File: src/rtl/seq_pattern_tx_pkg.sv
// Shared definitions for the serial pattern transmitter: state encoding and
// the FSM state type used by the top level.
package seq_pattern_tx_pkg;

  // State encodings; the receiving detectors use the same values.
  localparam logic [1:0] ST_IDLE  = 2'd0;
  localparam logic [1:0] ST_SHIFT = 2'd1;
  localparam logic [1:0] ST_DONE  = 2'd2;

  // Encoding 3 is named so the FSM can recover from it explicitly.
  typedef enum logic [1:0] {
    IDLE    = ST_IDLE,
    SHIFT   = ST_SHIFT,
    DONE    = ST_DONE,
    ILLEGAL = 2'd3
  } state_t;

endpackage

File: src/rtl/seq_shift_reg.sv
// Parallel-load, shift-left register. Zeros enter at the LSB, so after
// PAT_W shifts the register is empty and msb reads 0.
module seq_shift_reg #(
  parameter int PAT_W = 4
) (
  input  logic             clk,
  input  logic             rst,
  input  logic             load,
  input  logic             shift,
  input  logic [PAT_W-1:0] din,
  output logic             msb
);

  logic [PAT_W-1:0] data_reg;

  // Load has priority over shift; the MSB is the bit currently on the line.
  always_ff @(posedge clk or posedge rst) begin
    if (rst) begin
      data_reg <= '0;
    end else if (load) begin
      data_reg <= din;
    end else if (shift) begin
      data_reg <= {data_reg[PAT_W-2:0], 1'b0};
    end
  end

  assign msb = data_reg[PAT_W-1];

endmodule

File: src/rtl/seq_pattern_tx.sv
// Serial pattern transmitter: sends a latched pattern MSB-first, one bit per
// clock, repeated reps times back-to-back. x comes straight from the shift
// register flop; valid and done are registered from the next-state value.
module seq_pattern_tx
  import seq_pattern_tx_pkg::*;
#(
  parameter int PAT_W = 4,
  parameter int REP_W = 4
) (
  input  logic             clk,
  input  logic             rst,
  input  logic             start,
  input  logic             abort,
  input  logic [PAT_W-1:0] pattern,
  input  logic [REP_W-1:0] reps,
  output logic             x,
  output logic             valid,
  output logic             busy,
  output logic             done
);

  localparam int CNT_W = $clog2(PAT_W);
  localparam logic [CNT_W-1:0] LAST_BIT = CNT_W'(PAT_W - 1);

  state_t           state_reg, state_next;
  logic [CNT_W-1:0] bit_cnt_reg, bit_cnt_next;
  logic [REP_W-1:0] rep_cnt_reg, rep_cnt_next;
  logic [PAT_W-1:0] shadow_reg, shadow_next;
  logic             valid_reg, done_reg;

  logic             sr_load;
  logic             sr_shift;
  logic [PAT_W-1:0] sr_din;

  seq_shift_reg #(.PAT_W(PAT_W)) u_shift (
    .clk   (clk),
    .rst   (rst),
    .load  (sr_load),
    .shift (sr_shift),
    .din   (sr_din),
    .msb   (x)
  );

  // State, counters, shadow pattern and registered flags.
  always_ff @(posedge clk or posedge rst) begin
    if (rst) begin
      state_reg   <= IDLE;
      bit_cnt_reg <= '0;
      rep_cnt_reg <= '0;
      shadow_reg  <= '0;
      valid_reg   <= 1'b0;
      done_reg    <= 1'b0;
    end else begin
      state_reg   <= state_next;
      bit_cnt_reg <= bit_cnt_next;
      rep_cnt_reg <= rep_cnt_next;
      shadow_reg  <= shadow_next;
      valid_reg   <= (state_next == SHIFT);
      done_reg    <= (state_next == DONE);
    end
  end

  // Next-state logic and shift register control.
  always_comb begin
    state_next   = state_reg;
    bit_cnt_next = bit_cnt_reg;
    rep_cnt_next = rep_cnt_reg;
    shadow_next  = shadow_reg;
    sr_load      = 1'b0;
    sr_shift     = 1'b0;
    sr_din       = shadow_reg;

    case (state_reg)
      IDLE: begin
        if (start) begin
          if (reps != '0) begin
            state_next   = SHIFT;
            shadow_next  = pattern;
            rep_cnt_next = reps;
            bit_cnt_next = '0;
            sr_load      = 1'b1;
            sr_din       = pattern;
          end else begin
            // Nothing to send: go straight to the done pulse.
            state_next = DONE;
          end
        end
      end

      SHIFT: begin
        if (abort) begin
          // Cancel wins over end-of-pattern; empty the register so x drops.
          state_next   = IDLE;
          bit_cnt_next = '0;
          rep_cnt_next = '0;
          sr_load      = 1'b1;
          sr_din       = '0;
        end else if (bit_cnt_reg == LAST_BIT) begin
          bit_cnt_next = '0;
          if (rep_cnt_reg > REP_W'(1)) begin
            // Reload for the next repetition with no idle gap.
            rep_cnt_next = rep_cnt_reg - 1'b1;
            sr_load      = 1'b1;
            sr_din       = shadow_reg;
          end else begin
            // Final shift leaves the register all-zero, so x returns to 0.
            state_next   = DONE;
            rep_cnt_next = '0;
            sr_shift     = 1'b1;
          end
        end else begin
          bit_cnt_next = bit_cnt_reg + 1'b1;
          sr_shift     = 1'b1;
        end
      end

      DONE: begin
        state_next = IDLE;
      end

      default: begin
        state_next = IDLE;
        sr_load    = 1'b1;
        sr_din     = '0;
      end
    endcase
  end

  assign valid = valid_reg;
  assign done  = done_reg;
  assign busy  = (state_reg != IDLE);

endmodule

File: config.mk
export PLATFORM = sky130hd
export DESIGN_NAME = seq_pattern_tx
export DESIGN_NICKNAME = d
export VERILOG_FILES = /design/src/rtl/seq_pattern_tx_pkg.sv /design/src/rtl/seq_shift_reg.sv /design/src/rtl/seq_pattern_tx.sv
export SDC_FILE = /design/constraint.sdc
export NUM_CORES = 1
export LEC_CHECK = 0
export BUFFER_PORTS_ARGS = -buffer_cell sky130_fd_sc_hd__buf_2
export CAP_MARGIN = 20
export CORE_MARGIN = 2
export CORE_UTILIZATION = 35
export CTS_CLUSTER_DIAMETER = 60
export DETAILED_ROUTE_END_ITERATION = 12
export SYNTH_ARGS = -nofsm -noshare
export SYNTH_HDL_FRONTEND = slang
export SYNTH_HIERARCHICAL = 1
export SYNTH_SLANG_ARGS = --single-unit
File: constraint.sdc
create_clock -name clk -period 5.3 [get_ports clk]
set_input_delay 1.06 -clock clk [delete_from_list [all_inputs] [get_ports clk]]
set_output_delay 1.06 -clock clk [all_outputs]
set_load 0.1 [all_outputs]
==> out/results.txt, run 1 <==
The flow ran to the end, and the final reports show no timing, DRC or antenna violations. Total die area: 3273 sq um. The net switching share of the total power came out at 0.4056.

After the flow finishes, the layout carries non-filler instances totaling 146. Detailed placement finished with a half-perimeter wire length of 1452 um. At the pin with the least slew margin, the transition time is 0.5802 ns. For the antenna diode instance count, the log shows 0.

The top cell types in the final layout, fill and taps aside, are dfrtp_1, buf_2, nand2_1, a21oi_1, nor2_1. For the number of antenna violations at the first check in global routing, the log shows 0. For this run, the number of Yosys warnings is 6. The headroom to the max-slew limit came out at 0.6124. The start-to-end type of the worst setup path is flop to output pin.

The run gives 2 as the maximum count of clock buffers along a single path. The library cell used most frequently in the layout, excluding fill and tap cells, is dfrtp_1. At the end of routability-driven placement, the weighted congestion stood at 0.8144. During I/O placement, the number of pins put on the boundary was 16. The tools report the last element of the critical path as busy.

The initial standard-cell utilization of the core was 0.3625; the detailed-router iteration count before antenna repair was 4. TritonCTS built the clock tree. Between clock sinks in the finished design, the worst skew comes to 0.008042 ns. In this run the core area contains 19 standard-cell rows.

Each instance of the synthesized netlist takes up on average 10.11 sq um. The synthesized design contains 0 enable-type register cells. The internal power of the cells totals 0.0002865 W. The first routing iteration left 27 violations. Proportion of register bits with asynchronous set or reset after synthesis: 1.000. The width of the chip was 57.21 um; the sequential fraction of design power was 0.417. The global-route usage over all layers came out at 0.1274.

The power density over cell area was 425.7 nW/um^2; the via count normalized by instance count was 5.199. With fillers left out, the area of the finished cells amounts to 1132 sq um. Based on the critical path, the design can be clocked at up to 410.1 MHz. The clock net in this run drives a total of 18 sinks.

In this run, post-CTS hold repair placed 0 buffers. The combinational fraction of design power is 0.405, and the final number of hold-violating endpoints is 0. Setup repair after global routing left no endpoint under its margin. The highest fanout seen on the critical path works out to 9. The tools report the proportion of synthesized chip area in sequential cells as 0.4545.

The sort of element at the end of the critical path is an output pin. After detailed placement, the total cell area comes to 1096 sq um. The number of vias after detailed routing was 759; the fraction of the core area covered by cells at the end of the flow was 0.4142. For this run, the post-layout net count is 131.

The endpoint identified for the worst register-to-register timing path is u_shift/data_reg[0]. The multi-input combinational cell area was 509.2 sq um; the setup slack on the worst flop-to-flop path was 3.22 ns. For the worst setup path, the data required time is 4.24 ns.

The final layout contains routed wiring with a total length of 1887 um. The area growth from synthesis to layout was 14.27%. Peak ir drop on the vdd network: 222.2 uV.

The clock latency of the later-clocked register in the worst-skew pair came out at 0.30 ns. In this run the power spent charging and discharging nets is 0.0001955 W. The tools report the clock tree root buffer cell as clkbuf_4.

The run gives 797 as the via count of the first global-routing pass. Input and output buffers added on the ports amount to 15. The total congestion overflow is 0, and the data arrival at the endpoint of the critical path is 1.38 ns.

In this run the worst setup path begins at state_reg[1]. The number of cells on the worst reg-to-reg path was 8; the leakage dissipation was 0.5341 nW. Clock-pin transition on the worst setup and hold timing paths: 0.11 ns. Setup violations remaining at the end of the flow were counted as 0. The register area was 450.4 sq um; the post-cts gate resize count was 0. The die is 57.21 um tall. Source of the worst register-to-register timing path: rep_cnt_reg[0]. STA classifies the critical path startpoint as a flop. The run gives 98 as the post-synthesis instance total.

The logs give 0 for the final number of max-transition violations and 0 ns for the final sum of negative setup slack. The logs give 254 for the count of fill cells added during filler insertion and 0 for the number of post-CTS setup repair buffers. After layout, the design draws a total of 0.0004820 W. The ratio of cells with drive above 1 in the final layout is 0.2696, and the post-synthesis sequential element count is 18. In this run the standard cell core region covers 2734 sq um. The tools report the count of unique library cells instantiated by Yosys as 30.

After detailed placement, the design holds a cell count of 142. The relative contribution of the clock network to total power was 0.178. The per-cell routed wire length is 12.92 um, and the global-route wire length before repair is 3263 um. Once detail routing completed, the nets flagged for antenna violations numbered 0.

The min-delay analysis places its worst path in the category flop to flop. TritonCTS created 3 clock buffers. Number of levels in the clock H-tree: 1.

Across the run, the number of max-cap violations was 0. Synthesis produced a netlist with a net count of 113. The final cycle utilization of the critical path is 0.4601. The tools report the netlist area before placement as 991.0 sq um. The flip-flop cell with the highest count after synthesis was dfrtp_1. The final critical delay including setup and external delays is 2.438 ns, and the number of design rule violations left after detail routing is 0. The tools report the largest net degree at the start of global routing as 15.
==> power by group through the flow <==
stage	Sequential (W)	Clock, W	Combinational, W
floorplan	0.000230	0	0.000130
global placement	0.000203	0	0.000193
detailed placement	0.000203	0	0.000197
CTS	0.000202	0.0000885	0.000197
global route	0.000208	0.0000943	0.000214
finish	0.000201	0.0000856	0.000195
==> per-layer routing <==
| layer | up-vias | GRT usage | routed length, um |
|---|---|---|---|
| met3 | 4 | 0.02721 | 51 |
| met5 | - | 0 | 0 |
| li1 | 387 | - | - |
| met1 | 360 | 0.1533 | 906 |
| met4 | 0 | 0.06312 | 29 |
| met2 | 8 | 0.2151 | 899 |
==> final cells by class <==
type,count,area share
multi-input cells,72,0.4497
flip-flops and latches,18,0.3978
repair buffers,15,0.06630
well taps,31,0.03425
clock buffers,4,0.03204
inverters,6,0.01989
==> kinds of logic after synthesis <==
group	synth area share
flip-flops	0.4545
multiplexers	0.07576
AO/OA/AOI/OAI	0.2096
buffers and inverters	0.03156
AND/OR/NAND/NOR	0.1907
adder cells (fa/ha/maj)	0.03788
==> worst max-delay path, stage by stage (launching register included) <==
cell and delay [ns]:
dfrtp_1 0.49, or2_2 0.30, buf_2 0.29
==> Yosys cell counts (2+ instances only) <==
library cell	instances	area [sq um]
a21oi_1	8	40.04
a22o_1	5	43.79
dfrtp_1	18	450.4
ha_1	3	37.54
inv_1	6	22.52
mux2_2	4	45.04
mux2i_1	3	30.03
nand2_1	11	41.29
nand2b_1	3	18.77
nor2_1	7	26.28
nor3_1	2	10.01
o211a_1	2	20.02
o21ai_0	4	20.02
o21ai_1	4	20.02
or2_2	3	18.77
==> how the worst min path moves through the flow <==
| stage | start | to | slack (ns) | depth (start not counted) |
|---|---|---|---|---|
| final | shadow_reg[2] | shadow_reg[2] | 0.52 | 1 |
| after detailed placement | bit_cnt_reg[0] | bit_cnt_reg[0] | 0.50 | 1 |
| after floorplan | bit_cnt_reg[0] | bit_cnt_reg[0] | 0.47 | 1 |
| after CTS | bit_cnt_reg[0] | bit_cnt_reg[0] | 0.52 | 1 |
| after global placement | shadow_reg[2] | shadow_reg[2] | 0.49 | 1 |
| after global routing | bit_cnt_reg[0] | bit_cnt_reg[0] | 0.54 | 1 |
==> metrics by stage <==
stage	worst slack [ns]	hold WS, ns
detailed placement	2.656	0.5010
finish	2.862	0.5232
CTS	2.859	0.5245
global route	2.811	0.5377
floorplan	2.954	0.4706
global placement	2.744	0.4913
(Power assumes the default switching activity.)
==> inputs of run 2 (changes only) <==
==> constraint.sdc (replaced) <==
create_clock -name clk -period 2 [get_ports clk]
set_input_delay 0.4 -clock clk [delete_from_list [all_inputs] [get_ports clk]]
set_output_delay 0.4 -clock clk [all_outputs]
set_load 0.1 [all_outputs]
==> out/results.txt, run 2 (synthesis gave the netlist of run 1 again) <==
For the number of core rows, the log shows 19 (unchanged). The power density over cell area works out to 1105 nW/um^2 (+160%). The flow ran to the end, and the final reports show no timing, DRC or antenna violations. The total clock buffers created by CTS came out at 3 (unchanged). Total I/O pin count: 16 (unchanged). The signal on the critical path passes through inv_1 > ha_1 > nor2_1 > or2_2 > a21oi_2 > buf_4 > mux2i_1 > o21ai_1. The headroom to the max-slew limit came out at 0.6214 (+0.008987). The per-cell routed wire length was 13.39 um (+3.6%). For the remaining number of nets flagged by the antenna check after routing, the log shows 0 (unchanged).

The post-route total power was 0.001294 W (+170%). The critical path's largest stage delay came out at 0.43 ns (-0.06 ns). The leakage dissipation is 0.5538 nW (+3.7%). The clock-pin transition on the worst setup and hold timing paths works out to 0.11 ns (about the same). TritonCTS built the clock tree. The largest clock skew in the final design came out at 0.001698 ns (-0.006344 ns). The count of port buffers added during placement works out to 15 (unchanged). For the count of fill cells added during filler insertion, the log shows 251 (-1.2%). The final cycle utilization of the critical path is 0.9133. The tools report the kind of start point of the critical path as a flop.

The detailed-router iteration count before antenna repair was 4 (unchanged); the slew at the pin with the worst max-slew slack was 0.5673 ns (-0.01285 ns). The largest net degree at the start of global routing is 15 (unchanged), and the total number of clock tree sinks is 18 (unchanged). STA classifies the critical path endpoint as a flop.

The peak ir drop on the vdd network is 546.0 uV (+150%). Derived from the worst setup path, the maximum achievable clock frequency is 547.5 MHz. By startpoint and endpoint, the worst setup path is classified as flop to flop.

The final number of hold-violating endpoints was 0 (unchanged); the violation count after the first detailed-routing iteration was 23 (-15%). The ratio of cells with drive above 1 in the final layout was 0.3025 (+0.03296). The highest fanout seen on the critical path came out at 4 (-5). Leaving out fill and tap cells, the most frequent cells in the layout are dfrtp_1, buf_2, nand2_1, a21oi_1. The tools report the number of antenna violations at the first check in global routing as 0 (unchanged).

The final worst setup slack came out at 0.1734 ns (-2.688 ns). The via count normalized by instance count was 5.233 (+0.67%); the antenna diode instance count was 0 (unchanged). The commonest non-fill, non-tap cell in the layout was dfrtp_1. The min-delay analysis places its worst path in the category primary input to flop. Area growth from synthesis to layout: 18.18%.

The logs give 2.18 ns (-2.06 ns) for the required time of the critical path and 0 (unchanged) for the final number of max-transition violations. The worst-case setup slack after placement is 0.1134 ns (-2.543 ns). The run gives 2 (unchanged) as the maximum count of clock buffers along a single path. The total congestion overflow was 0 (unchanged); the number of vias after detailed routing was 785 (+3.4%).

The total wire length after detailed routing is 2008 um (+6.4%). Setup repair after global routing left no endpoint under its margin. The final sum of negative setup slack was 0 ns (unchanged). Counting I/O delays and the setup requirement, the final critical path takes 1.827 ns. For the data arrival at the endpoint of the critical path, the log shows 2.01 ns (+0.63 ns).

For the clock latency of the later-clocked register in the worst-skew pair, the log shows 0.29 ns (about the same). The final net count is 135 (+3.1%). Clock tree synthesis selected as its root buffer the cell clkbuf_4. Number of stages on the worst hold path: 2 (+1). The global placer's final weighted congestion came out at 0.7267 (-11%). The tools report the initial standard-cell utilization of the core as 0.3625 (unchanged).

The run gives 803 (+0.75%) as the via count of the first global-routing pass. The slowest stage of the critical path belongs to the cell dfrtp_1. The total die area was 3273 sq um (unchanged); the number of design rule violations left after detail routing was 0 (unchanged). The total core area was 2734 sq um (unchanged). The number of cells on the worst reg-to-reg path was 8 (unchanged). The vertical extent of the die was 57.21 um (unchanged).

For the final count of negative-setup-slack endpoints, the log shows 0 (unchanged). Number of levels in the clock H-tree: 1 (unchanged). The number of violations of the max-capacitance limit came out at 0 (unchanged). The half-perimeter wire length of the detailed placement result is 1557 um (+7.3%), and the global-route usage over all layers is 0.1382 (+0.01082). The width of the chip is 57.21 um (unchanged), and the global-route wire length before repair is 3519 um (+7.8%).
==> run 2: layout make-up <==
class | count | area [sq um] | area share
Sequential cell | 18 | 450.4 | 0.3846
Tap cell | 31 | 38.79 | 0.03312
Inverter | 6 | 22.52 | 0.01923
Clock buffer | 4 | 36.28 | 0.03098
Timing Repair Buffer | 19 | 107.6 | 0.09188
Multi-Input combinational cell | 72 | 515.5 | 0.4402
==> run 2: timing repair <==
action,CTS,global route
endpoints found under the hold margin,4,0
gates resized for setup,0,2
setup buffers,0,0
endpoints found under the setup margin,0,4
hold buffers,1,0
==> run 2: power by group <==
group | total [W] | internal (W) | leakage (nW) | switching [W]
Sequential | 0.000531 | 0.000463 | 0.225 | 0.0000685
Clock | 0.000225 | 0.000111 | 0.0210 | 0.000115
Combinational | 0.000538 | 0.000193 | 0.308 | 0.000344
==> run 2: critical path, delay by kind of cell, from the launching register on <==
| family | cells | cell delay (ns) |
|---|---|---|
| simple gates | 2 | 0.39 |
| mux | 1 | 0.19 |
| compound gates | 2 | 0.25 |
| buf+inv | 2 | 0.26 |
| flops | 1 | 0.43 |
| fa+ha+maj | 1 | 0.20 |
==> run 2: worst paths after layout <==
path                                start                   to  slack (ns)
min in group asynchronous             rst  u_shift/data_reg[1]        0.54
max in group asynchronous             rst       rep_cnt_reg[1]        0.91
min                            pattern[1]        shadow_reg[1]        0.35
max                        rep_cnt_reg[0]  u_shift/data_reg[3]        0.17
max reg2reg                rep_cnt_reg[0]  u_shift/data_reg[3]        0.17
min reg2reg                 shadow_reg[1]        shadow_reg[1]        0.52
==> run 2: per-stage QoR <==
stage	cell area, sq um	utilization	std cells	hold slack (ns)
after floorplan	991.0	-	98	0.1661
after global placement	1119	0.4092	145	0.2940
after detailed placement	1119	0.4092	145	0.2964
after CTS	1165	0.4261	150	0.3541
after global routing	1171	0.4284	150	0.3565
final	1171	0.4284	150	0.3517
==> run 2: per-layer routing <==
layer	global-route usage	vias up	part of all wire
li1	-	394	-
met1	0.1645	374	0.46
met2	0.2430	15	0.49
met3	0.03855	2	0.040
met4	0.03987	0	0.0085
met5	0	-	0
